`config.mk`:
```
export PLATFORM = sky130hd
export DESIGN_NAME = bus_test_scheduler_flat
export DESIGN_NICKNAME = d
export VERILOG_FILES = /design/src/rtl/bus_test_scheduler_pkg.sv /design/src/rtl/bus_test_scheduler_if.sv /design/src/rtl/bus_test_scheduler_cycle_counter.sv /design/src/rtl/bus_test_scheduler.sv /design/src/flat_wrapper.sv
export SDC_FILE = /design/constraint.sdc
export NUM_CORES = 1
export LEC_CHECK = 0
export CAP_MARGIN = 20
export CELL_PAD_IN_SITES_DETAIL_PLACEMENT = 1
export CELL_PAD_IN_SITES_GLOBAL_PLACEMENT = 1
export CORE_MARGIN = 5
export CORE_UTILIZATION = 36
export CTS_CLUSTER_SIZE = 30
export DETAILED_ROUTE_END_ITERATION = 10
export PLACE_DENSITY_LB_ADDON = 0.2
export SLEW_MARGIN = 20
export SYNTH_ARGS = -nofsm -noshare
export SYNTH_HDL_FRONTEND = slang
export SYNTH_HIERARCHICAL = 1
export SYNTH_SLANG_ARGS = --single-unit
```
`constraint.sdc`:
```
create_clock -name clk_40_m -period 4.8 [get_ports clk_40_m]
set_input_delay 0.96 -clock clk_40_m [delete_from_list [all_inputs] [get_ports clk_40_m]]
set_output_delay 0.96 -clock clk_40_m [all_outputs]
set_load 0.01 [all_outputs]
```
`src/rtl/bus_test_scheduler_pkg.sv`:
```
// mopshub_sched_pkg: shared types and widths for the CAN bus test scheduler.
//   - sched_state_t : scheduler FSM state encoding
//   - BUS_W / MASK_W / CNT_W : bus index, bus mask and cycle counter widths
//   - bus_enabled() : mask lookup that treats indices outside the mask as disabled
package mopshub_sched_pkg;

   localparam int BUS_W  = 5;
   localparam int MASK_W = 16;
   localparam int CNT_W  = 16;

   typedef enum logic [3:0] {
      ST_IDLE = 4'd0,
      ST_TRIM = 4'd1,
      ST_FIND = 4'd2,
      ST_RX   = 4'd3,
      ST_ENDW = 4'd4,
      ST_GAP  = 4'd5,
      ST_TX   = 4'd6,
      ST_NEXT = 4'd7,
      ST_DONE = 4'd8
   } sched_state_t;

   // Index 16..31 has no mask bit, so such a bus is never enabled.
   function automatic logic bus_enabled(input logic [MASK_W-1:0] mask,
                                        input logic [BUS_W-1:0]  idx);
      logic en;
      if (idx[4] == 1'b0) begin
         en = mask[idx[3:0]];
      end else begin
         en = 1'b0;
      end
      return en;
   endfunction

endpackage

```
`src/rtl/bus_test_scheduler_if.sv`:
```
// bus_test_scheduler_if: control/status bundle of the bus test scheduler.
//   slave  modport : scheduler side (start, end_power_init, bus_mask, rx_done,
//                    tx_done in; trim/test/status outputs out)
//   master modport : controller side, directions mirrored
interface bus_test_scheduler_if;
   import mopshub_sched_pkg::*;

   logic              start;
   logic              end_power_init;
   logic [MASK_W-1:0] bus_mask;
   logic              rx_done;
   logic              tx_done;
   logic              osc_trim_en;
   logic              test_rx;
   logic              test_tx;
   logic              endwait_all;
   logic [BUS_W-1:0]  bus_sel;
   logic              busy;
   logic              scan_done;
   logic              err_timeout;
   logic [BUS_W-1:0]  err_bus;

   modport slave (
      input  start, end_power_init, bus_mask, rx_done, tx_done,
      output osc_trim_en, test_rx, test_tx, endwait_all, bus_sel, busy,
             scan_done, err_timeout, err_bus
   );

   modport master (
      output start, end_power_init, bus_mask, rx_done, tx_done,
      input  osc_trim_en, test_rx, test_tx, endwait_all, bus_sel, busy,
             scan_done, err_timeout, err_bus
   );

endinterface

```
`src/rtl/bus_test_scheduler_cycle_counter.sv`:
```
// sched_cycle_counter: free-running up counter with synchronous clear and a
// terminal-count flag, shared by the GAP wait and the phase timeout.
//   clk_40_m : clock          rst   : synchronous active-low reset
//   clear    : count <= 0     limit : terminal value (tc when count == limit-1)
//   tc       : terminal-count flag, valid in the cycle that completes 'limit' cycles
module sched_cycle_counter
   import mopshub_sched_pkg::*;
(
   input  logic             clk_40_m,
   input  logic             rst,
   input  logic             clear,
   input  logic [CNT_W-1:0] limit,
   output logic             tc
);

   logic [CNT_W-1:0] count_r;

   // Count cycles since the last clear.
   always_ff @(posedge clk_40_m) begin
      if (!rst) begin
         count_r <= {CNT_W{1'b0}};
      end else if (clear) begin
         count_r <= {CNT_W{1'b0}};
      end else begin
         count_r <= count_r + 16'd1;
      end
   end

   // Counting from 0, the limit-th cycle of a phase sees count == limit-1.
   assign tc = (count_r == (limit - 16'd1));

endmodule

```
`src/rtl/bus_test_scheduler.sv`:
```
// bus_test_scheduler: scans CAN buses 0..N_BUSES; for every enabled bus runs an
// RX test, a one-cycle endwait_all, a GAP_CYCLES idle gap and a TX test.
//   clk_40_m  : clock (rising edge)
//   rst       : synchronous, active-low reset
//   sched_bus : bus_test_scheduler_if.slave (start/end_power_init/bus_mask/
//               rx_done/tx_done in; osc_trim_en/test_rx/test_tx/endwait_all/
//               bus_sel/busy/scan_done/err_timeout/err_bus out)
// Build option: define SCHED_TIMEOUT_EN to bound each RX/TX phase to
// TIMEOUT_CYCLES cycles and report it on err_timeout/err_bus; without it the
// phases wait for their done pulse indefinitely and the error outputs are 0.
module bus_test_scheduler
   import mopshub_sched_pkg::*;
#(
   parameter logic [4:0] N_BUSES        = 5'd15,
   parameter int         GAP_CYCLES     = 120,
   parameter int         TIMEOUT_CYCLES = 4096
) (
   input  logic                  clk_40_m,
   input  logic                  rst,
   bus_test_scheduler_if.slave   sched_bus
);

   sched_state_t     state_r;
   logic             osc_trim_en_r;
   logic             test_rx_r;
   logic             test_tx_r;
   logic             endwait_all_r;
   logic [BUS_W-1:0] bus_sel_r;
   logic             busy_r;
   logic             scan_done_r;

   logic             cnt_clear_s;
   logic [CNT_W-1:0] cnt_limit_s;
   logic             cnt_tc_s;
   logic             timeout_s;

   sched_cycle_counter u_cnt (
      .clk_40_m (clk_40_m),
      .rst      (rst),
      .clear    (cnt_clear_s),
      .limit    (cnt_limit_s),
      .tc       (cnt_tc_s)
   );

   // Counter control: it runs only inside GAP/RX/TX; leaving GAP clears it so
   // TX starts from zero.
   always_comb begin
      cnt_clear_s = 1'b1;
      if (state_r == ST_GAP) begin
         cnt_limit_s = CNT_W'(GAP_CYCLES);
      end else begin
         cnt_limit_s = CNT_W'(TIMEOUT_CYCLES);
      end
      case (state_r)
         ST_GAP:  cnt_clear_s = cnt_tc_s;
`ifdef SCHED_TIMEOUT_EN
         ST_RX:   cnt_clear_s = 1'b0;
         ST_TX:   cnt_clear_s = 1'b0;
`endif
         default: cnt_clear_s = 1'b1;
      endcase
   end

   // Phase timeout flag.
   always_comb begin
`ifdef SCHED_TIMEOUT_EN
      if ((state_r == ST_RX) || (state_r == ST_TX)) begin
         timeout_s = cnt_tc_s;
      end else begin
         timeout_s = 1'b0;
      end
`else
      timeout_s = 1'b0;
`endif
   end

   // Scheduler FSM with registered outputs.
   always_ff @(posedge clk_40_m) begin
      if (!rst) begin
         state_r       <= ST_IDLE;
         osc_trim_en_r <= 1'b0;
         test_rx_r     <= 1'b0;
         test_tx_r     <= 1'b0;
         endwait_all_r <= 1'b0;
         bus_sel_r     <= {BUS_W{1'b0}};
         busy_r        <= 1'b0;
         scan_done_r   <= 1'b0;
      end else begin
         case (state_r)
            ST_IDLE: begin
               if (sched_bus.start) begin
                  state_r       <= ST_TRIM;
                  osc_trim_en_r <= 1'b1;
                  busy_r        <= 1'b1;
               end
            end
            ST_TRIM: begin
               if (sched_bus.end_power_init) begin
                  state_r       <= ST_FIND;
                  osc_trim_en_r <= 1'b0;
               end
            end
            // One index per cycle; the mask is read live so later buses
            // follow any mask change.
            ST_FIND: begin
               if (bus_enabled(sched_bus.bus_mask, bus_sel_r)) begin
                  state_r <= ST_RX;
               end else if (bus_sel_r == N_BUSES) begin
                  state_r     <= ST_DONE;
                  scan_done_r <= 1'b1;
               end else begin
                  bus_sel_r <= bus_sel_r + 5'd1;
               end
            end
            // test_rx rises one cycle after entering RX.
            ST_RX: begin
               if (sched_bus.rx_done || timeout_s) begin
                  state_r       <= ST_ENDW;
                  test_rx_r     <= 1'b0;
                  endwait_all_r <= 1'b1;
               end else begin
                  test_rx_r <= 1'b1;
               end
            end
            ST_ENDW: begin
               endwait_all_r <= 1'b0;
               if (GAP_CYCLES == 0) begin
                  state_r   <= ST_TX;
                  test_tx_r <= 1'b1;
               end else begin
                  state_r <= ST_GAP;
               end
            end
            ST_GAP: begin
               if (cnt_tc_s) begin
                  state_r   <= ST_TX;
                  test_tx_r <= 1'b1;
               end
            end
            ST_TX: begin
               if (sched_bus.tx_done || timeout_s) begin
                  state_r   <= ST_NEXT;
                  test_tx_r <= 1'b0;
               end
            end
            ST_NEXT: begin
               if (bus_sel_r == N_BUSES) begin
                  state_r     <= ST_DONE;
                  scan_done_r <= 1'b1;
               end else begin
                  state_r   <= ST_FIND;
                  bus_sel_r <= bus_sel_r + 5'd1;
               end
            end
            ST_DONE: begin
               state_r     <= ST_IDLE;
               scan_done_r <= 1'b0;
               bus_sel_r   <= {BUS_W{1'b0}};
               busy_r      <= 1'b0;
            end
            default: begin
               state_r       <= ST_IDLE;
               osc_trim_en_r <= 1'b0;
               test_rx_r     <= 1'b0;
               test_tx_r     <= 1'b0;
               endwait_all_r <= 1'b0;
               bus_sel_r     <= {BUS_W{1'b0}};
               busy_r        <= 1'b0;
               scan_done_r   <= 1'b0;
            end
         endcase
      end
   end

`ifdef SCHED_TIMEOUT_EN
   logic             err_timeout_r;
   logic [BUS_W-1:0] err_bus_r;
   logic             done_in_phase_s;

   // A done pulse in the timeout cycle takes priority over the timeout.
   always_comb begin
      if (state_r == ST_RX) begin
         done_in_phase_s = sched_bus.rx_done;
      end else if (state_r == ST_TX) begin
         done_in_phase_s = sched_bus.tx_done;
      end else begin
         done_in_phase_s = 1'b0;
      end
   end

   // Sticky timeout record, cleared when a new scan is accepted.
   always_ff @(posedge clk_40_m) begin
      if (!rst) begin
         err_timeout_r <= 1'b0;
         err_bus_r     <= {BUS_W{1'b0}};
      end else if ((state_r == ST_IDLE) && sched_bus.start) begin
         err_timeout_r <= 1'b0;
         err_bus_r     <= {BUS_W{1'b0}};
      end else if (timeout_s && !done_in_phase_s) begin
         err_timeout_r <= 1'b1;
         err_bus_r     <= bus_sel_r;
      end
   end

   assign sched_bus.err_timeout = err_timeout_r;
   assign sched_bus.err_bus     = err_bus_r;
`else
   assign sched_bus.err_timeout = 1'b0;
   assign sched_bus.err_bus     = {BUS_W{1'b0}};
`endif

   assign sched_bus.osc_trim_en = osc_trim_en_r;
   assign sched_bus.test_rx     = test_rx_r;
   assign sched_bus.test_tx     = test_tx_r;
   assign sched_bus.endwait_all = endwait_all_r;
   assign sched_bus.bus_sel     = bus_sel_r;
   assign sched_bus.busy        = busy_r;
   assign sched_bus.scan_done   = scan_done_r;

endmodule

```
`src/flat_wrapper.sv`:
```
// flat-port wrapper written by rule: the top's interface ports become plain ports
module bus_test_scheduler_flat import mopshub_sched_pkg::*;
#(
   parameter logic [4:0] N_BUSES        = 5'd15,
   parameter int         GAP_CYCLES     = 120,
   parameter int         TIMEOUT_CYCLES = 4096
)
  (clk_40_m, rst, sched_bus_start, sched_bus_end_power_init, sched_bus_bus_mask, sched_bus_rx_done, sched_bus_tx_done, sched_bus_osc_trim_en, sched_bus_test_rx, sched_bus_test_tx, sched_bus_endwait_all, sched_bus_bus_sel, sched_bus_busy, sched_bus_scan_done, sched_bus_err_timeout, sched_bus_err_bus);
  bus_test_scheduler_if sched_bus_i ();
  input  logic clk_40_m;
  input  logic rst;
  input wire logic [$bits(sched_bus_i.start)-1:0] sched_bus_start;
  input wire logic [$bits(sched_bus_i.end_power_init)-1:0] sched_bus_end_power_init;
  input wire logic [$bits(sched_bus_i.bus_mask)-1:0] sched_bus_bus_mask;
  input wire logic [$bits(sched_bus_i.rx_done)-1:0] sched_bus_rx_done;
  input wire logic [$bits(sched_bus_i.tx_done)-1:0] sched_bus_tx_done;
  output wire logic [$bits(sched_bus_i.osc_trim_en)-1:0] sched_bus_osc_trim_en;
  output wire logic [$bits(sched_bus_i.test_rx)-1:0] sched_bus_test_rx;
  output wire logic [$bits(sched_bus_i.test_tx)-1:0] sched_bus_test_tx;
  output wire logic [$bits(sched_bus_i.endwait_all)-1:0] sched_bus_endwait_all;
  output wire logic [$bits(sched_bus_i.bus_sel)-1:0] sched_bus_bus_sel;
  output wire logic [$bits(sched_bus_i.busy)-1:0] sched_bus_busy;
  output wire logic [$bits(sched_bus_i.scan_done)-1:0] sched_bus_scan_done;
  output wire logic [$bits(sched_bus_i.err_timeout)-1:0] sched_bus_err_timeout;
  output wire logic [$bits(sched_bus_i.err_bus)-1:0] sched_bus_err_bus;
  assign sched_bus_i.start = sched_bus_start;
  assign sched_bus_i.end_power_init = sched_bus_end_power_init;
  assign sched_bus_i.bus_mask = sched_bus_bus_mask;
  assign sched_bus_i.rx_done = sched_bus_rx_done;
  assign sched_bus_i.tx_done = sched_bus_tx_done;
  assign sched_bus_osc_trim_en = sched_bus_i.osc_trim_en;
  assign sched_bus_test_rx = sched_bus_i.test_rx;
  assign sched_bus_test_tx = sched_bus_i.test_tx;
  assign sched_bus_endwait_all = sched_bus_i.endwait_all;
  assign sched_bus_bus_sel = sched_bus_i.bus_sel;
  assign sched_bus_busy = sched_bus_i.busy;
  assign sched_bus_scan_done = sched_bus_i.scan_done;
  assign sched_bus_err_timeout = sched_bus_i.err_timeout;
  assign sched_bus_err_bus = sched_bus_i.err_bus;
  bus_test_scheduler #(.N_BUSES(N_BUSES), .GAP_CYCLES(GAP_CYCLES), .TIMEOUT_CYCLES(TIMEOUT_CYCLES)) u_core (.clk_40_m(clk_40_m), .rst(rst), .sched_bus(sched_bus_i));
endmodule
```
==> results of run 1 <==
-- worst paths after layout --
path                                end  slack (ps)  cells past startpoint
hold reg to reg   u_core/sched_bus.busy         470                      2
setup reg to reg      u_core/state_r[0]         600                     13
hold / removal    u_core/sched_bus.busy         470                      2
setup / recovery      u_core/state_r[0]         600                     13
-- sequential cells by signal (all words and copies together) (netlist names) --
signal	count
u_core/sched_bus.busy	1
u_core/sched_bus.endwait_all	1
u_core/sched_bus.bus_sel	5
u_core/sched_bus.test_rx	1
u_core/state_r	4
u_core/sched_bus.osc_trim_en	1
u_core/sched_bus.scan_done	1
u_core/sched_bus.test_tx	1
u_core/u_cnt/count_r	16
-- cell families (layout without fill, tap and decap cells) --
logic type / Yosys count / count (layout) / synth area share [%]
flip-flops: 31 / 31 / 26.8
adder cells (fa/ha/maj): 4 / 4 / 2.16
buffers and inverters: 36 / 55 / 7.41
multiplexers: 18 / 18 / 8.00
other: 1 / 46 / 0.162
AND/OR/NAND/NOR: 119 / 119 / 27.5
AO/OA/AOI/OAI: 47 / 47 / 14.7
XOR/XNOR: 35 / 35 / 13.3
-- layer usage --
metal / GRT usage, % / vias up
li1: - / 1092
met1: 20.1 / 1037
met2: 24.9 / 35
met3: 3.59 / 9
met4: 4.84 / 0
met5: 0 / -
-- power breakdown --
group	internal, mW	switching, mW
logic	0.115	0.118
registers	0.276	0.0482
clock network	0.168	0.106
total	0.559	0.272
-- per-stage QoR --
step | cell area [um^2] | instances | hold WS (ps) | setup slack, ps | util (%)
2_1_floorplan | 2480 | 336 | 451 | 283 | -
3_3_place_gp | 2790 | 424 | 453 | 795 | 44.2
3_5_place_dp | 2790 | 424 | 464 | 633 | 44.2
4_1_cts | 2910 | 432 | 480 | 574 | 46.1
5_1_grt | 2910 | 432 | 508 | 102 | 46.1
6_report | 2910 | 432 | 470 | 605 | 46.1
-- worst max-delay path, cell delays in order, from the launching register on --
cell and delay (ps):
dfxtp_1 720, nand2_1 140, nor3_2 530, inv_1 260, nor4_1 380, xnor2_1 110
o31ai_1 210, o211ai_1 130, a2111oi_2 390, nor3b_1 90, o211ai_1 360, o211ai_1 230
or4_1 440, a21boi_1 130
-- final cells by class --
type / instances / area [um^2]
fillers: 791 / 3400
clock inverters: 2 / 35.0
well taps: 77 / 96.3
clock buffers: 6 / 82.6
repair buffers: 33 / 328
flip-flops and latches: 31 / 621
multi-input cells: 269 / 1700
inverters: 14 / 52.6
-- placed cells by master, fill, tap and decap left out, drive strengths merged, types with 8 or more instances in the layout --
cell type / count
clkdlybuf4s50: 32
nor3: 14
o21ai: 8
xor2: 17
nand2: 18
nand3: 11
nand2b: 8
mux2i: 14
nor2: 33
inv: 14
dfxtp: 31
conb: 46
xnor2: 18
a21oi: 10
==> flow_summary.ini, run 1 <==
[drt]
wl_met3_um = 232
wl_met1_um = 2920
top_layer_used = met4
drc_errors = 0
avgRoutedWirePerCell_um = 13.9
wirelength_um = 6010
drt_first_pass_iters = 4
vias = 2173
ant_nets = 0
wl_met2_um = 2770
drtIter0Drc = 62
vias_per_cell = 5.03

[clock_tree]
cts.sinks = 31
cts_tree = done
hold_buffers = 0
cts.clk_slew.worst_paths_ps = 70
cts_htree_levels = 2
cts_inserted_buffers = 5
cts_root_buffer = clkbuf_8
post_cts.repair.setup_buffers = 0
ctsResizeCount = 0
clock_path_buffers = 2
insertion_delay_ps = 290

[global_routing]
antenna_found_initial = 0
grt_usage_pct = 15.3
grt_pass1_vias = 2183
grt_max_degree = 18
overflow = 0
grt_pass1_wl_um = 10400

[final_layout]
n_antenna_cell = 0
synthToLayoutAreaGrowth_pct = 25.8
nets = 380
drive_gt1_share_pct = 5.07

[pwr]
finalPower_uw = 832
p_per_area_nw_per_um2 = 286
ir_drop_uv = 223
p_leak_nw = 1.05

[synth]
synthFlopType = dfxtp_1
ys_warn_count = 6
synth_edf_count = 0
syn-cell-area_um2 = 2310
synth.area.top_cells = dfxtp_1 (27%), xnor2_1 (6.8%), xor2_1 (6.4%)
syn_avg_cell_area_um2 = 7.95
synthDistinctLibCells = 53
synth_most_common_cell = nor2_1
synth_seq_area_share_pct = 26.8
syn_inst = 291
synth_top_cell_by_area = dfxtp_1
synth.top_cell.area_share_pct = 26.8
async_reset_ff_share_pct = 0
synthTopCellsByCount = nor2_1 (33), dfxtp_1 (31), nand2_1 (18), xnor2_1 (18), xor2_1 (17)
ys_seq_elements = 31

[timing]
hold_viol_final = 0
fmax_mhz = 238
rsz0062_at_grt = false
tightest_slew_ps = 708
setup_viol = 0
drv_slew = 0
period_share_pct = 87.4
setup_tns_ps = 0
period_minus_slack_ps = 4200
slew_headroom_pct = 52.8
finClkSkew_ps = 10.4

[critical_path]
start_kind = register
path_class = reg -> reg
worstSetupStartpoint = u_core/state_r[0]
crit_fanout = 17
required_ps = 5020
r2r-start = u_core/state_r[0]
endpoint_kind = register
crit_arrival_ps = 4410

[placed_design]
place_congestion = 0.814
place_hpwl_um = 4630
portBuffers = 32

[floorplanning]
start_util_pct = 36.6
dieArea_um2 = 8130
core-area_um2 = 6310
die_h_um = 90.2
die_w_um = 90.2
ioPinCount = 39
rows = 29

[run_status]
status = finished, final reports clean

[min_path]
min_from = u_core/sched_bus.busy
hold_path.class = reg -> reg

[flow_run]
drv_cap = 0
Note: power is estimated with default switching activity, not from simulation.
==> run 2: changes to the inputs <==
--- a/config.mk
+++ b/config.mk
@@ -8,11 +8,12 @@
 export CAP_MARGIN = 20
 export CELL_PAD_IN_SITES_DETAIL_PLACEMENT = 1
 export CELL_PAD_IN_SITES_GLOBAL_PLACEMENT = 1
-export CORE_MARGIN = 5
 export CORE_UTILIZATION = 36
+export CTS_CLUSTER_DIAMETER = 120
 export CTS_CLUSTER_SIZE = 30
 export DETAILED_ROUTE_END_ITERATION = 10
 export PLACE_DENSITY_LB_ADDON = 0.2
+export RECOVER_POWER = 50
 export SLEW_MARGIN = 20
 export SYNTH_ARGS = -nofsm -noshare
 export SYNTH_HDL_FRONTEND = slang
==> flow_summary.ini, run 2 (same netlist as run 1, synthesis figures left out) <==
[clock_tree]
hold_buffers = 0
cts.sinks = 31
cts_htree_levels = 2
insertion_delay_ps = 290
cts_inserted_buffers = 5
cts_root_buffer = clkbuf_8
cts_tree = done
post_cts.repair.setup_buffers = 0
cts.clk_slew.worst_paths_ps = 80
ctsResizeCount = 0
clock_path_buffers = 2

[critical_path]
crit_path_frequent_cell = o211ai_1
crit_fanout = 18
path_class = reg -> reg
cp_num_buf_inv = 1
cpPeakStageDelay_ps = 660
crit_chain = nor3_2, buf_4, or4_4, nor4_4, xor2_1, nor2_1, o21ai_1, a2111oi_2, nor3b_1, o211ai_1, o211ai_1, or4_1, a21boi_1
start_kind = register
crit_arrival_ps = 4110
reg2reg_slack_ps = 920
crit_slowest_cell = dfxtp_1
required_ps = 5030
crit_family = simple AND/OR/NAND/NOR gates
endpoint_kind = register

[placed_design]
placed_cell_area_um2 = 2790
place_congestion = 0.754
place_hpwl_um = 4430
preCtsSetupSlack_ps = 985
portBuffers = 32
placed_cells = 422

[pwr]
p_leak_nw = 1.07
intPower_uw = 517
comb_power_share_pct = 28.9
clock_power_share_pct = 30.2
switching_power_uw = 271
ir_drop_uv = 166
power_frac_seq_pct = 40.9
swShare_pct = 34.3
p_per_area_nw_per_um2 = 272

[timing]
rsz0062_at_grt = false
worst_slack_ps = 921
finClkSkew_ps = 10.2
tightest_slew_ps = 673
setup_tns_ps = 0
drv_slew = 0
period_share_pct = 80.8
hold_viol_final = 0
fmax_mhz = 258
period_minus_slack_ps = 3880
setup_viol = 0
slew_headroom_pct = 55.1

[min_path]
hold_path.class = reg -> reg

[final_layout]
final_cell_mix = conb_1 (46), nor2_1 (33), dfxtp_1 (31)
drive_gt1_share_pct = 5.07
synthToLayoutAreaGrowth_pct = 25.1
final_area_um2 = 2890
nets = 380
n_antenna_cell = 0
final_common_cell = conb_1
largest-register = u_core/u_cnt/count_r
largest_reg_flops = 16
instances_no_fill = 430
fillers = 780

[drt]
avgRoutedWirePerCell_um = 13.6
drt_first_pass_iters = 4
wirelength_um = 5830
vias = 2133
vias_per_cell = 4.96
ant_nets = 0
drc_errors = 0
drtIter0Drc = 77

[global_routing]
grt_max_degree = 19
antenna_found_initial = 0
grt_usage_pct = 19.0
grt_pass1_wl_um = 9630
grt_pass1_vias = 1987
overflow = 0

[flow_run]
drv_cap = 0

[floorplanning]
core-area_um2 = 6060
die_h_um = 82.2
rows = 28
die_w_um = 82.2
dieArea_um2 = 6750
ioPinCount = 39
start_util_pct = 38.2

[run_status]
status = finished, final reports clean
-- run 2: worst min-delay path, cell delays in order (launching register included) --
cell and delay, ps:
dfxtp_1 330, a21oi_1 40, nor2_1 70
-- run 2: power groups by stage --
stage	Sequential [mW]	Combinational, mW	Clock (mW)
finish	0.322	0.228	0.238
global route	0.328	0.251	0.257
CTS	0.322	0.230	0.247
detailed placement	0.327	0.227	0
global placement	0.326	0.222	0
floorplan	0.298	0.191	0
-- run 2: metal layers --
layer,global-route usage [%],wire [um],vias to the layer above
met5,0,0,-
met4,5.26,55,0
met3,4.29,146,5
met2,28.2,2590,26
met1,27.2,3030,1007
li1,-,-,1095
-- run 2: layout make-up --
class | instances | area [um^2] | share of cell area (%)
Clock buffer | 7 | 96.3 | 3.33
Clock inverter | 1 | 7.51 | 0.259
Inverter | 14 | 52.6 | 1.82
Multi-Input combinational cell | 269 | 1700 | 58.6
Sequential cell | 31 | 621 | 21.4
Tap cell | 75 | 93.8 | 3.24
Timing Repair Buffer | 33 | 328 | 11.3
-- run 2: stage by stage --
step                power, mW  utilization, %  hold WS (ps)
CTS                     0.799            47.7           484
finish                  0.788            47.7           471
floorplan               0.488               -           451
global route            0.836            47.7           501
global placement        0.548            46.0           454
detailed placement      0.554            46.0           463
-- run 2: path summary, 6_finish.rpt --
kind                            to  depth (start not counted)                  start
min reg2reg  u_core/sched_bus.busy                          2  u_core/sched_bus.busy
max              u_core/state_r[0]                         13      u_core/state_r[1]
min          u_core/sched_bus.busy                          2  u_core/sched_bus.busy
max reg2reg      u_core/state_r[0]                         13      u_core/state_r[1]
==> run 3: changes to the inputs <==
==> constraint.sdc (replaced) <==
create_clock -name clk_40_m -period 3.3 [get_ports clk_40_m]
set_input_delay 0.66 -clock clk_40_m [delete_from_list [all_inputs] [get_ports clk_40_m]]
set_output_delay 0.66 -clock clk_40_m [all_outputs]
set_load 0.01 [all_outputs]
==> flow_summary.ini, run 3 (same netlist as run 1, synthesis figures left out) <==
[run_status]
status = finished, final reports clean

[clock_tree]
cts_inserted_buffers = 5
cts.sinks = 31
cts_htree_levels = 2
clock_path_buffers = 2
cts_root_buffer = clkbuf_8
cts.clk_slew.worst_paths_ps = 70
insertion_delay_ps = 280
cts_tree = done

[pwr]
p_per_area_nw_per_um2 = 387
ir_drop_uv = 209
finalPower_mw = 1.19
p_leak_nw = 1.17

[critical_path]
r2r-start = u_core/state_r[3]
cpPeakStageDelay_ps = 450
start_kind = register
crit_fanout = 4
path_class = reg -> reg
cp_num_buf_inv = 1
worstSetupStartpoint = u_core/state_r[3]
crit_slowest_cell = or4_1
required_ps = 3510
crit_arrival_ps = 3470
crit_path_frequent_cell = o211ai_1
endpoint_kind = register
crit_chain = nor3_4, buf_4, or4_4, nor4_4, xor2_1, nor2_1, o21ai_1, a2111oi_2, nor3b_1, o211ai_1, o211ai_1, or4_1, a21boi_2
crit_family = simple AND/OR/NAND/NOR gates

[drt]
wirelength_um = 6080
vias = 2219
drc_errors = 0
drt_first_pass_iters = 4
drtIter0Drc = 99
ant_nets = 0
avgRoutedWirePerCell_um = 13.6
vias_per_cell = 4.98

[floorplanning]
rows = 28
dieArea_um2 = 6750
die_w_um = 82.2
die_h_um = 82.2
start_util_pct = 38.2
core-area_um2 = 6060
ioPinCount = 39

[flow_run]
drv_cap = 0

[timing]
tightest_slew_ps = 580
timing.hold.ws_ps = 474
setup_tns_ps = 0
hold_viol_final = 0
slew_headroom_pct = 61.0
fmax_mhz = 307
setup_viol = 0
drv_slew = 0
period_share_pct = 98.7
finClkSkew_ps = 6.34
rsz0062_at_grt = true
period_minus_slack_ps = 3260
worst_slack_ps = 43.5

[placed_design]
preCtsSetupSlack_ps = -63.9
placed_cells = 433
place_congestion = 0.766
place_hpwl_um = 4580
placed_cell_area_um2 = 2890
portBuffers = 32

[final_layout]
synthToLayoutAreaGrowth_pct = 33.0
final_cell_mix = conb_1 (46), nor2_1 (33), dfxtp_1 (29)
fillers = 766
largest-register = u_core/u_cnt/count_r
nets = 396
instances_no_fill = 446
largest_reg_flops = 16
n_antenna_cell = 0
drive_gt1_share_pct = 11.9
post-route-util_pct = 50.8
final_common_cell = conb_1
final_area_um2 = 3080

[global_routing]
grt_max_degree = 17
grt_usage_pct = 19.0
grt_pass1_vias = 2036
antenna_found_initial = 0
grt_pass1_wl_um = 9780
overflow = 0

[min_path]
hold_path.class = reg -> reg
min_from = u_core/sched_bus.busy
-- run 3: cell types whose count changed in the layout (fill, tap and decap cells not counted), moves of 2 or more --
cell / before / now
nor3_4: 0 / 2
dfxtp_1: 31 / 29
buf_4: 1 / 15
dfxtp_2: 0 / 2
-- run 3: worst paths after layout --
path,end,slack [ps],cells after the start
max,u_core/state_r[0],40,13
min,u_core/sched_bus.busy,470,2
max reg2reg,u_core/state_r[0],40,13
min reg2reg,u_core/sched_bus.busy,470,2
-- run 3: repair_timing --
action / CTS / global route
setup buffers: 3 / 1
cloned: 1 / 0
gates resized for setup: 0 / 11
hold buffers: 0 / 0
endpoints found under the setup margin: 2 / 4
pin swaps: 3 / 6
-- run 3: tightest hold or removal path, cell delays in order, from the launching register on --
cell and delay [ps]:
dfxtp_1 330, a21oi_1 40, nor2_1 70
-- run 3: layer usage --
| layer | up-vias | wire length [um] | track usage [%] |
|---|---|---|---|
| li1 | 1134 | - | - |
| met3 | 2 | 150 | 3.19 |
| met2 | 37 | 2760 | 29.7 |
| met1 | 1046 | 3120 | 26.4 |
| met4 | 0 | 40 | 6.14 |
| met5 | - | 0 | 0 |
-- run 3: cell type report --
class,instances,area (um^2),share of cell area (%)
Clock buffer,8,100,3.25
Inverter,14,52.6,1.71
Multi-Input combinational cell,270,1760,57.3
Sequential cell,31,623,20.3
Tap cell,75,93.8,3.05
Timing Repair Buffer,48,444,14.4
-- run 3: where the power goes --
group / switching, mW / total, mW / internal (mW)
logic: 0.233 / 0.428 / 0.195
clock network: 0.142 / 0.332 / 0.190
registers: 0.0263 / 0.431 / 0.405
